File: src/rtl/seq_restoring_divider.sv
// Multi-cycle unsigned restoring divider: one quotient bit per clock through a
// WIDTH+1-bit subtractor, with a start/busy/done handshake and registered results.
module seq_restoring_divider #(
  parameter int WIDTH = 8
) (
  input  logic             Clk,
  input  logic             Rst_n,
  input  logic             Start,
  input  logic [WIDTH-1:0] Dividend,
  input  logic [WIDTH-1:0] Divisor,
  output logic             Busy,
  output logic             Done,
  output logic [WIDTH-1:0] Quotient,
  output logic [WIDTH-1:0] Remainder,
  output logic             Div_By_Zero
);

  localparam int CNT_W = $clog2(WIDTH);
  localparam logic [CNT_W-1:0] LAST_CNT = CNT_W'(WIDTH - 1);

  localparam logic [1:0] S_IDLE   = 2'd0;
  localparam logic [1:0] S_CALC   = 2'd1;
  localparam logic [1:0] S_FINISH = 2'd2;

  logic [1:0]       state_q, state_d;
  logic [CNT_W-1:0] cnt_q, cnt_d;
  logic [WIDTH-1:0] div_q, div_d;
  logic [WIDTH-1:0] quo_q, quo_d;
  logic [WIDTH:0]   rem_q, rem_d;
  logic             busy_q, busy_d;
  logic             done_q, done_d;
  logic [WIDTH-1:0] quot_out_q, quot_out_d;
  logic [WIDTH-1:0] rem_out_q, rem_out_d;
  logic             dbz_q, dbz_d;

  logic [WIDTH:0]   shift_t;
  logic [WIDTH:0]   diff;
  logic [WIDTH:0]   iter_r;
  logic [WIDTH-1:0] iter_q;

  // One restoring step: a borrow out of the subtract (diff MSB) means keep T.
  always_comb begin
    shift_t = {rem_q[WIDTH-1:0], quo_q[WIDTH-1]};
    diff    = shift_t - {1'b0, div_q};
    iter_r  = diff[WIDTH] ? shift_t : diff;
    iter_q  = {quo_q[WIDTH-2:0], ~diff[WIDTH]};
  end

  always_comb begin
    state_d    = state_q;
    cnt_d      = cnt_q;
    div_d      = div_q;
    quo_d      = quo_q;
    rem_d      = rem_q;
    busy_d     = 1'b0;
    done_d     = 1'b0;
    quot_out_d = quot_out_q;
    rem_out_d  = rem_out_q;
    dbz_d      = dbz_q;

    case (state_q)
      S_IDLE, S_FINISH: begin
        state_d = S_IDLE;
        if (Start) begin
          if (Divisor != '0) begin
            state_d = S_CALC;
            div_d   = Divisor;
            quo_d   = Dividend;
            rem_d   = '0;
            cnt_d   = '0;
            busy_d  = 1'b1;
          end else begin
            state_d    = S_FINISH;
            done_d     = 1'b1;
            quot_out_d = '1;
            rem_out_d  = Dividend;
            dbz_d      = 1'b1;
          end
        end
      end
      S_CALC: begin
        rem_d = iter_r;
        quo_d = iter_q;
        cnt_d = cnt_q + CNT_W'(1);
        if (cnt_q == LAST_CNT) begin
          state_d    = S_FINISH;
          cnt_d      = '0;
          done_d     = 1'b1;
          quot_out_d = iter_q;
          rem_out_d  = iter_r[WIDTH-1:0];
          dbz_d      = 1'b0;
        end else begin
          busy_d = 1'b1;
        end
      end
      default: state_d = S_IDLE;
    endcase
  end

  always_ff @(posedge Clk or negedge Rst_n) begin
    if (!Rst_n) begin
      state_q    <= S_IDLE;
      cnt_q      <= '0;
      div_q      <= '0;
      quo_q      <= '0;
      rem_q      <= '0;
      busy_q     <= 1'b0;
      done_q     <= 1'b0;
      quot_out_q <= '0;
      rem_out_q  <= '0;
      dbz_q      <= 1'b0;
    end else begin
      state_q    <= state_d;
      cnt_q      <= cnt_d;
      div_q      <= div_d;
      quo_q      <= quo_d;
      rem_q      <= rem_d;
      busy_q     <= busy_d;
      done_q     <= done_d;
      quot_out_q <= quot_out_d;
      rem_out_q  <= rem_out_d;
      dbz_q      <= dbz_d;
    end
  end

  assign Busy        = busy_q;
  assign Done        = done_q;
  assign Quotient    = quot_out_q;
  assign Remainder   = rem_out_q;
  assign Div_By_Zero = dbz_q;

endmodule

File: config.mk
export PLATFORM = sky130hd
export DESIGN_NAME = seq_restoring_divider
export DESIGN_NICKNAME = d
export VERILOG_FILES = /design/src/rtl/seq_restoring_divider.sv
export SDC_FILE = /design/constraint.sdc
export NUM_CORES = 1
export LEC_CHECK = 0
export ABC_AREA = 1
export CAP_MARGIN = 25
export CELL_PAD_IN_SITES_DETAIL_PLACEMENT = 1
export CELL_PAD_IN_SITES_GLOBAL_PLACEMENT = 2
export CORE_MARGIN = 2
export CORE_UTILIZATION = 32
export DETAILED_ROUTE_END_ITERATION = 6
export GPL_TIMING_DRIVEN = 0
export PLACE_DENSITY_LB_ADDON = 0.1
export SLEW_MARGIN = 20
export SYNTH_ARGS = -nofsm -noshare
export SYNTH_HDL_FRONTEND = slang
export SYNTH_SLANG_ARGS = --single-unit
export TNS_END_PERCENT = 30
File: constraint.sdc
create_clock -name Clk -period 2.11 [get_ports Clk]
set_input_delay 0.422 -clock Clk [delete_from_list [all_inputs] [get_ports Clk]]
set_output_delay 0.422 -clock Clk [all_outputs]
set_load 0.1 [all_outputs]
# Word level (Yosys, flattened, before mapping)
# Index checks and enable logic that the tools add are counted.
# totals
regBits,48
inputBits,19
elab_cells,62
# classes
n_addsub,2
eq_ne,7
n_mux,35
bitwise_logic,1
n_reduce_logical,7
# op_table
op,count
2-to-1 mux 8 bit,11
one-hot mux 8 bit (2 select lines),4
2-to-1 mux 1 bit,9
2-to-1 mux 3 bit,3
subtractor 9 x 8 -> 9 bit,1
"inequality test 2 bit, second input constant",4
nonzero test 8 bit,1
2-to-1 mux 2 bit,3
one-hot mux 1 bit (2 select lines),3
one-hot mux 3 bit (2 select lines),1
AND reduction 3 bit,2
one-hot mux 2 bit (2 select lines),1
AND reduction 4 bit,1
"adder 3 x 1 -> 3 bit, second input constant",1
"== test 3 bit, second input constant",1
"== test 2 x 1 -> 1 bit, second input constant",1
"== test 2 bit, second input constant",1
logical NOT 2 bit,1
nonzero test 2 bit,1
OR reduction 2 bit,1
inverter 1 bit,1

# Longest topological paths before layout
# Gate-level depths: netlist (run 1).
# logic_depth
ltp_word,4
mapped_depth,14
ltp_nobuf,14

# Least setup slack after synthesis (run 1)
# No wires, ideal clock.
# synth_path
path_kind,register to register
start,reg quo_q[7]
end,"reg rem_out_q[1], in the netlist Remainder[1]"
setup_time_ns,0.113
arrival_ns,1.687
required_time_ns,1.997
path_slack_ns,0.310
stages_incl_launch_ff,15
path_buffers,0
path_cell_list,dfrtp_1 -> inv_1 -> ha_1 -> inv_1 -> fa_1 -> nand2_1 -> nand2_1 -> nand3_2 -> nand2_2 -> nand2_2 -> nand2_4 -> nand3_1 -> nand3_1 -> nand2_1 -> inv_1
# synth_via
elab_chain_cells,4
# synth_rtl
element,line_no,rtl
"start, declared",28,"logic [WIDTH-1:0] quo_q, quo_d;"
"start signal, assigned",116,quo_q <= quo_d;
subtractor 9 x 8 -> 9 bit,44,"diff = shift_t - {1'b0, div_q};"
2-to-1 mux 8 bit,45,iter_r = diff[WIDTH] ? shift_t : diff;
2-to-1 mux 8 bit,85,if (cnt_q == LAST_CNT) begin
one-hot mux 8 bit (2 select lines),61,case (state_q)
"end signal, assigned",121,rem_out_q <= rem_out_d;
"end, declared",33,"logic [WIDTH-1:0] rem_out_q, rem_out_d;"
# Every way passes these cells. The select of a mux whose other input is x is not followed.
# A chain may end at the register's enable or synchronous reset.

# Worst setup path after layout (run 1)
# layout_path
start,reg quo_q[7]
end,"reg rem_out_q[7], in the netlist Remainder[7]"
# Same word-level chain as after synthesis.

==> flow_summary.toml, run 1 <==
[clock_network]
numCtsBuffers = 5
htreeDepth = 2
cts_sinks = 48
cts_buffer_depth = 2
holdBufCountCts = 0
cts_tree = "yes"
clk_pin_slew_ns = 0.10
root_buffer = "clkbuf_8"
clkLatencyLatePin_ns = 0.30

[global_route]
gr-usage-met3_pct = 2.394
antenna_found_initial = 0
grt_max_degree = 49
grt-busiest-layer = "met2"
grt_use_total_pct = 17.37
grt_pass1_vias = 2458
use_met2_pct = 30.30
grt_pass1_wl_mm = 12.03
met1_usage_pct = 22.90
overflow = 0

[placed_design]
gp_congestion = 0.7642
dp_slack_ns = -0.07380
dp_hpwl_mm = 5.169
portBuffers = 37
dpl-instance-area_um2 = 3126

[floorplan]
boundaryPins = 38
rows = 33
coreArea_um2 = 8093
start_util_pct = 32.45
die-area_um2 = 8947
die_x_um = 94.59
die_height_um = 94.59

[setup_path]
cp_data_arrival_time_ns = 2.21
reg2reg_from = "quo_q[7]$_DFFE_PN0P_"
worstSetupEndpointType = "register"
cp_max_fo = 8
rr_worst_depth = 14
reg2reg_to = "Remainder[7]$_DFFE_PN0P_"
worstSetupStartpointType = "register"
reg2reg_slack_ns = 0.10
path_class = "register to register"
required_ns = 2.32

[cells_and_area]
n_fill_cell = 987
ff_latch_area_um2 = 1201
syn_to_final_growth_pct = 30.25
final_nets = 398
multi_input_area_um2 = 1365
num_antenna_cells = 0
fin_util_pct = 42.27
final_area_um2 = 3421
drive_gt1_share_pct = 18.48

[timing]
worst_pin_slew_ns = 0.9763
drv_slew = 0
finalSetupViolCount = 0
final-hold-violation-count = 0
relSlewSlack_pct = 35.17
fin_crit_sh_pct = 95.10
max_clock_freq_ghz = 0.4984
setup_tns_ns = 0
setup_slack_ns = 0.1035
fin_crit_ns = 2.007
rsz0062_at_grt = "yes"
fin_worst_skew_ns = 0.01326

[synthesis]
synthTopCellsByCount = "nand2_1 (90), dfrtp_1 (48), inv_1 (45)"
synth_edf_count = 0
synth_largest_area_cell = "dfrtp_1"
yosys.area.top_type_share_pct = 45.74
syn-cell-area_um2 = 2626
ys_types = 35
synth.avg_cell_area_um2 = 8.233
ys_ff_latch = 48
syn_inst = 319
synth_nets = 349
ys.flop_type = "dfrtp_1"
synth_most_common_cell = "nand2_1"
synth_area_leaders = "dfrtp_1 (46%), nand2_1 (13%), nand3_1 (7.2%), inv_1 (6.4%), ha_1 (4.8%)"
ys_seq_area_share_pct = 45.74
yosysWarnings = 0
synthArstFlopShare_pct = 100.0

[routing]
wl_mm = 6.933
drc_errors = 0
via_per_inst = 4.721
avgRoutedWirePerCell_um = 14.66
dr.pass1.iters = 4
detail-route-antenna-nets = 0
first_iter_violations = 85
dr_total_vias = 2233

[run_status]
status = "finished clean"

[min_path]
hp-class = "input port to async pin"

[run]
drv_cap = 0
layer usage:
| layer | up-vias | share of wire, % |
|---|---|---|
| met5 | - | 0 |
| met2 | 18 | 50 |
| li1 | 1125 | - |
| met3 | 4 | 1.6 |
| met4 | 0 | 0.81 |
| met1 | 1086 | 47 |
final cells by class:
cell class	instances	area share, %
clock buffers	6	2.414
clock inverters	1	0.2560
well taps	105	3.841
multi-input cells	211	39.90
inverters	50	5.486
flip-flops and latches	48	35.11
repair buffers	42	11.16
plain buffers	10	1.829
per-stage QoR:
| stage | hold WS [ns] | cells |
|---|---|---|
| after global placement | 0.4634 | 461 |
| after floorplan | 0.1264 | 319 |
| final | 0.1336 | 473 |
| after global routing | 0.1673 | 473 |
| after detailed placement | 0.4711 | 461 |
| after CTS | 0.1690 | 468 |
what timing repair did:
| action | 4_1_cts | 5_1_grt |
|---|---|---|
| resized for setup | 19 | 39 |
| buffers inserted | 0 | 5 |
| endpoints found under the setup margin | 20 | 16 |
| pin swaps | 0 | 9 |
worst max-delay path: stages, from the launching register on:
cell,delay (ns)
dfrtp_1,0.41
inv_1,0.07
ha_2,0.16
inv_2,0.05
fa_2,0.40
nand2_2,0.09
nand2_4,0.07
nand3_4,0.09
nand2_4,0.08
nand2_4,0.10
nand2_8,0.10
nand3_2,0.10
nand3_1,0.08
nand2_1,0.08
inv_1,0.03
layout by cell type (no fill, tap or decap), drive strengths merged:
master	netlist	routed
o211ai	3	3
a31oi	2	2
ha	10	10
a32o	1	1
clkinv	1	2
xnor2	1	1
nand4	1	1
clkbuf	2	8
fa	1	1
dfrtp	48	48
o311ai	6	6
o21ai	9	9
o221ai	6	6
dlygate4sd2	0	19
a21boi	7	7
inv	49	49
buf	8	14
nand2	95	95
a21oi	3	3
or2	8	8
clkdlybuf4s50	0	17
a22o	1	1
nor2	16	16
nand3	39	39
xor2	2	2
cells by family after synthesis:
kind of cell	after synthesis	synth area share [%]
flops	48	45.74
fa+ha+maj	11	5.526
compound gates	38	10.96
simple gates	159	27.25
xor+xnor	3	1.001
buf+inv	60	9.528
state kept, by name, indices dropped and copies added (netlist names):
register     flops
div_q            8
Done             1
quo_q            8
Div_By_Zero      1
Remainder        8
Busy             1
state_q          2
rem_q            8
cnt_q            3
Quotient         8
worst max-delay path by stage:
stage	slack, ns	start	endpoint
after global placement	-1.01	Rst_n	Quotient[4]$_DFFE_PN0P_
after floorplan	0.31	quo_q[7]$_DFFE_PN0P_	Remainder[1]$_DFFE_PN0P_
after detailed placement	-0.07	Divisor[7]	Remainder[7]$_DFFE_PN0P_
after CTS	-0.03	quo_q[7]$_DFFE_PN0P_	Remainder[1]$_DFFE_PN0P_
after global routing	-0.03	quo_q[7]$_DFFE_PN0P_	Remainder[1]$_DFFE_PN0P_
final	0.10	quo_q[7]$_DFFE_PN0P_	Remainder[7]$_DFFE_PN0P_
Power of run 1 is not shown: default switching activity piles up to over one toggle a cycle in this logic, so the estimate is an artifact.
==> run 2, diff against run 1 <==
- CORE_UTILIZATION: 32 -> 35
- clock period: 2.11 -> 2.4 ns (I/O delays scaled with it)
==> flow_summary.toml, run 2 (same netlist as run 1, synthesis figures left out) <==
[timing]
relSlewSlack_pct = 35.03
final-hold-violation-count = 0
finalSetupViolCount = 0
fin_worst_skew_ns = 0.009641
worst_pin_slew_ns = 0.9715
setup_tns_ns = 0
rsz0062_at_grt = "no"
max_clock_freq_ghz = 0.4362
fin_crit_ns = 2.292
drv_slew = 0
fin_crit_sh_pct = 95.51

[cells_and_area]
final_common_cell = "nand2_1"
drive_gt1_share_pct = 9.642
ff_latch_area_um2 = 1201
multi_input_area_um2 = 1175
num_antenna_cells = 0
n_fill_cell = 893
syn_to_final_growth_pct = 22.20
final_nets = 393
final_area_um2 = 3209
final_cell_mix = "nand2_1 (90), dfrtp_1 (48), inv_1 (45)"

[clock_network]
cts_setup_buffers = 0
cts_resized = 0
cts_buffer_depth = 2
htreeDepth = 2
numCtsBuffers = 5
clk_pin_slew_ns = 0.09
cts_tree = "yes"
cts_sinks = 48
root_buffer = "clkbuf_8"
clkLatencyLatePin_ns = 0.30
holdBufCountCts = 0

[routing]
via_per_inst = 4.781
dr.pass1.iters = 4
wl_mm = 6.493
detail-route-antenna-nets = 0
dr_total_vias = 2209
drc_errors = 0
avgRoutedWirePerCell_um = 14.05
first_iter_violations = 58

[placed_design]
portBuffers = 37
dpl-instance-area_um2 = 3118
dp_hpwl_mm = 4.991
gp_congestion = 0.7816

[setup_path]
cp_slowest_stage_delay_ns = 1.14
worstSetupEndpointType = "primary output"
worstSetupStartpointType = "register"
path_class = "register to primary output"
cp_data_arrival_time_ns = 1.81
required_ns = 1.92
critPathTopFamily = "buffers and inverters"
cp_max_fo = 2
cpMaxStageDelayCell = "clkdlybuf4s50_1"
crit_buf_inv = 1
worstPathCellList = "clkdlybuf4s50_1"

[min_path]
hp-class = "input port to async pin"

[floorplan]
die-area_um2 = 8213
coreArea_um2 = 7253
start_util_pct = 36.21
die_height_um = 90.63
rows = 31
die_x_um = 90.63
boundaryPins = 38

[global_route]
overflow = 0
grt_pass1_vias = 2233
grt_max_degree = 49
grt_use_total_pct = 16.73
grt_pass1_wl_mm = 10.88
antenna_found_initial = 0

[run_status]
status = "finished clean"

[run]
drv_cap = 0
==> run 2: stage by stage <==
step	util [%]	std cells	hold slack, ns	setup slack [ns]
2_1_floorplan	-	319	0.1844	0.6002
3_3_place_gp	43.02	455	0.4628	-0.6544
3_5_place_dp	42.99	455	0.4653	0.1918
4_1_cts	44.25	462	0.2107	0.08870
5_1_grt	44.25	462	0.2404	0.06480
6_report	44.25	462	0.1933	0.1077
==> run 2: worst paths after layout <==
kind,start,endpoint,slack [ns],depth (start not counted)
max in group asynchronous,Rst_n,Quotient[2]$_DFFE_PN0P_,1.79,1
min,Rst_n,div_q[0]$_DFFE_PN0N_,0.19,1
min reg2reg,Div_By_Zero$_DFFE_PN0P_,Div_By_Zero$_DFFE_PN0P_,0.49,2
max reg2reg,quo_q[7]$_DFFE_PN0P_,Remainder[1]$_DFFE_PN0P_,0.35,14
max,Quotient[7]$_DFFE_PN0P_,Quotient[7],0.11,1
min in group Clk,Div_By_Zero$_DFFE_PN0P_,Div_By_Zero$_DFFE_PN0P_,0.49,2
==> run 2: final cells by class <==
type	count	share of cell area (%)
multi-input combinational	211	36.61
clock inverter	1	0.2729
buffer	10	1.949
tap	99	3.860
clock buffer	6	2.573
timing repair buffer	37	11.46
sequential	48	37.43
inverter	50	5.848
==> run 2: routing by layer <==
layer  wire, um  track usage [%]  up-vias
li1           -                -     1116
met3        143            2.838        8
met5          0                0        -
met2       3148            28.79       24
met4         68            3.846        0
met1       3133            22.03     1061
Power of run 2 is left out for the same reason.
==> run 3, diff against run 2 <==
- TNS_END_PERCENT: 30 -> default
==> results of run 3 <==
The final DEF is identical to that of run 2; final timing and power are the same.
Power of run 3 is left out for the same reason.
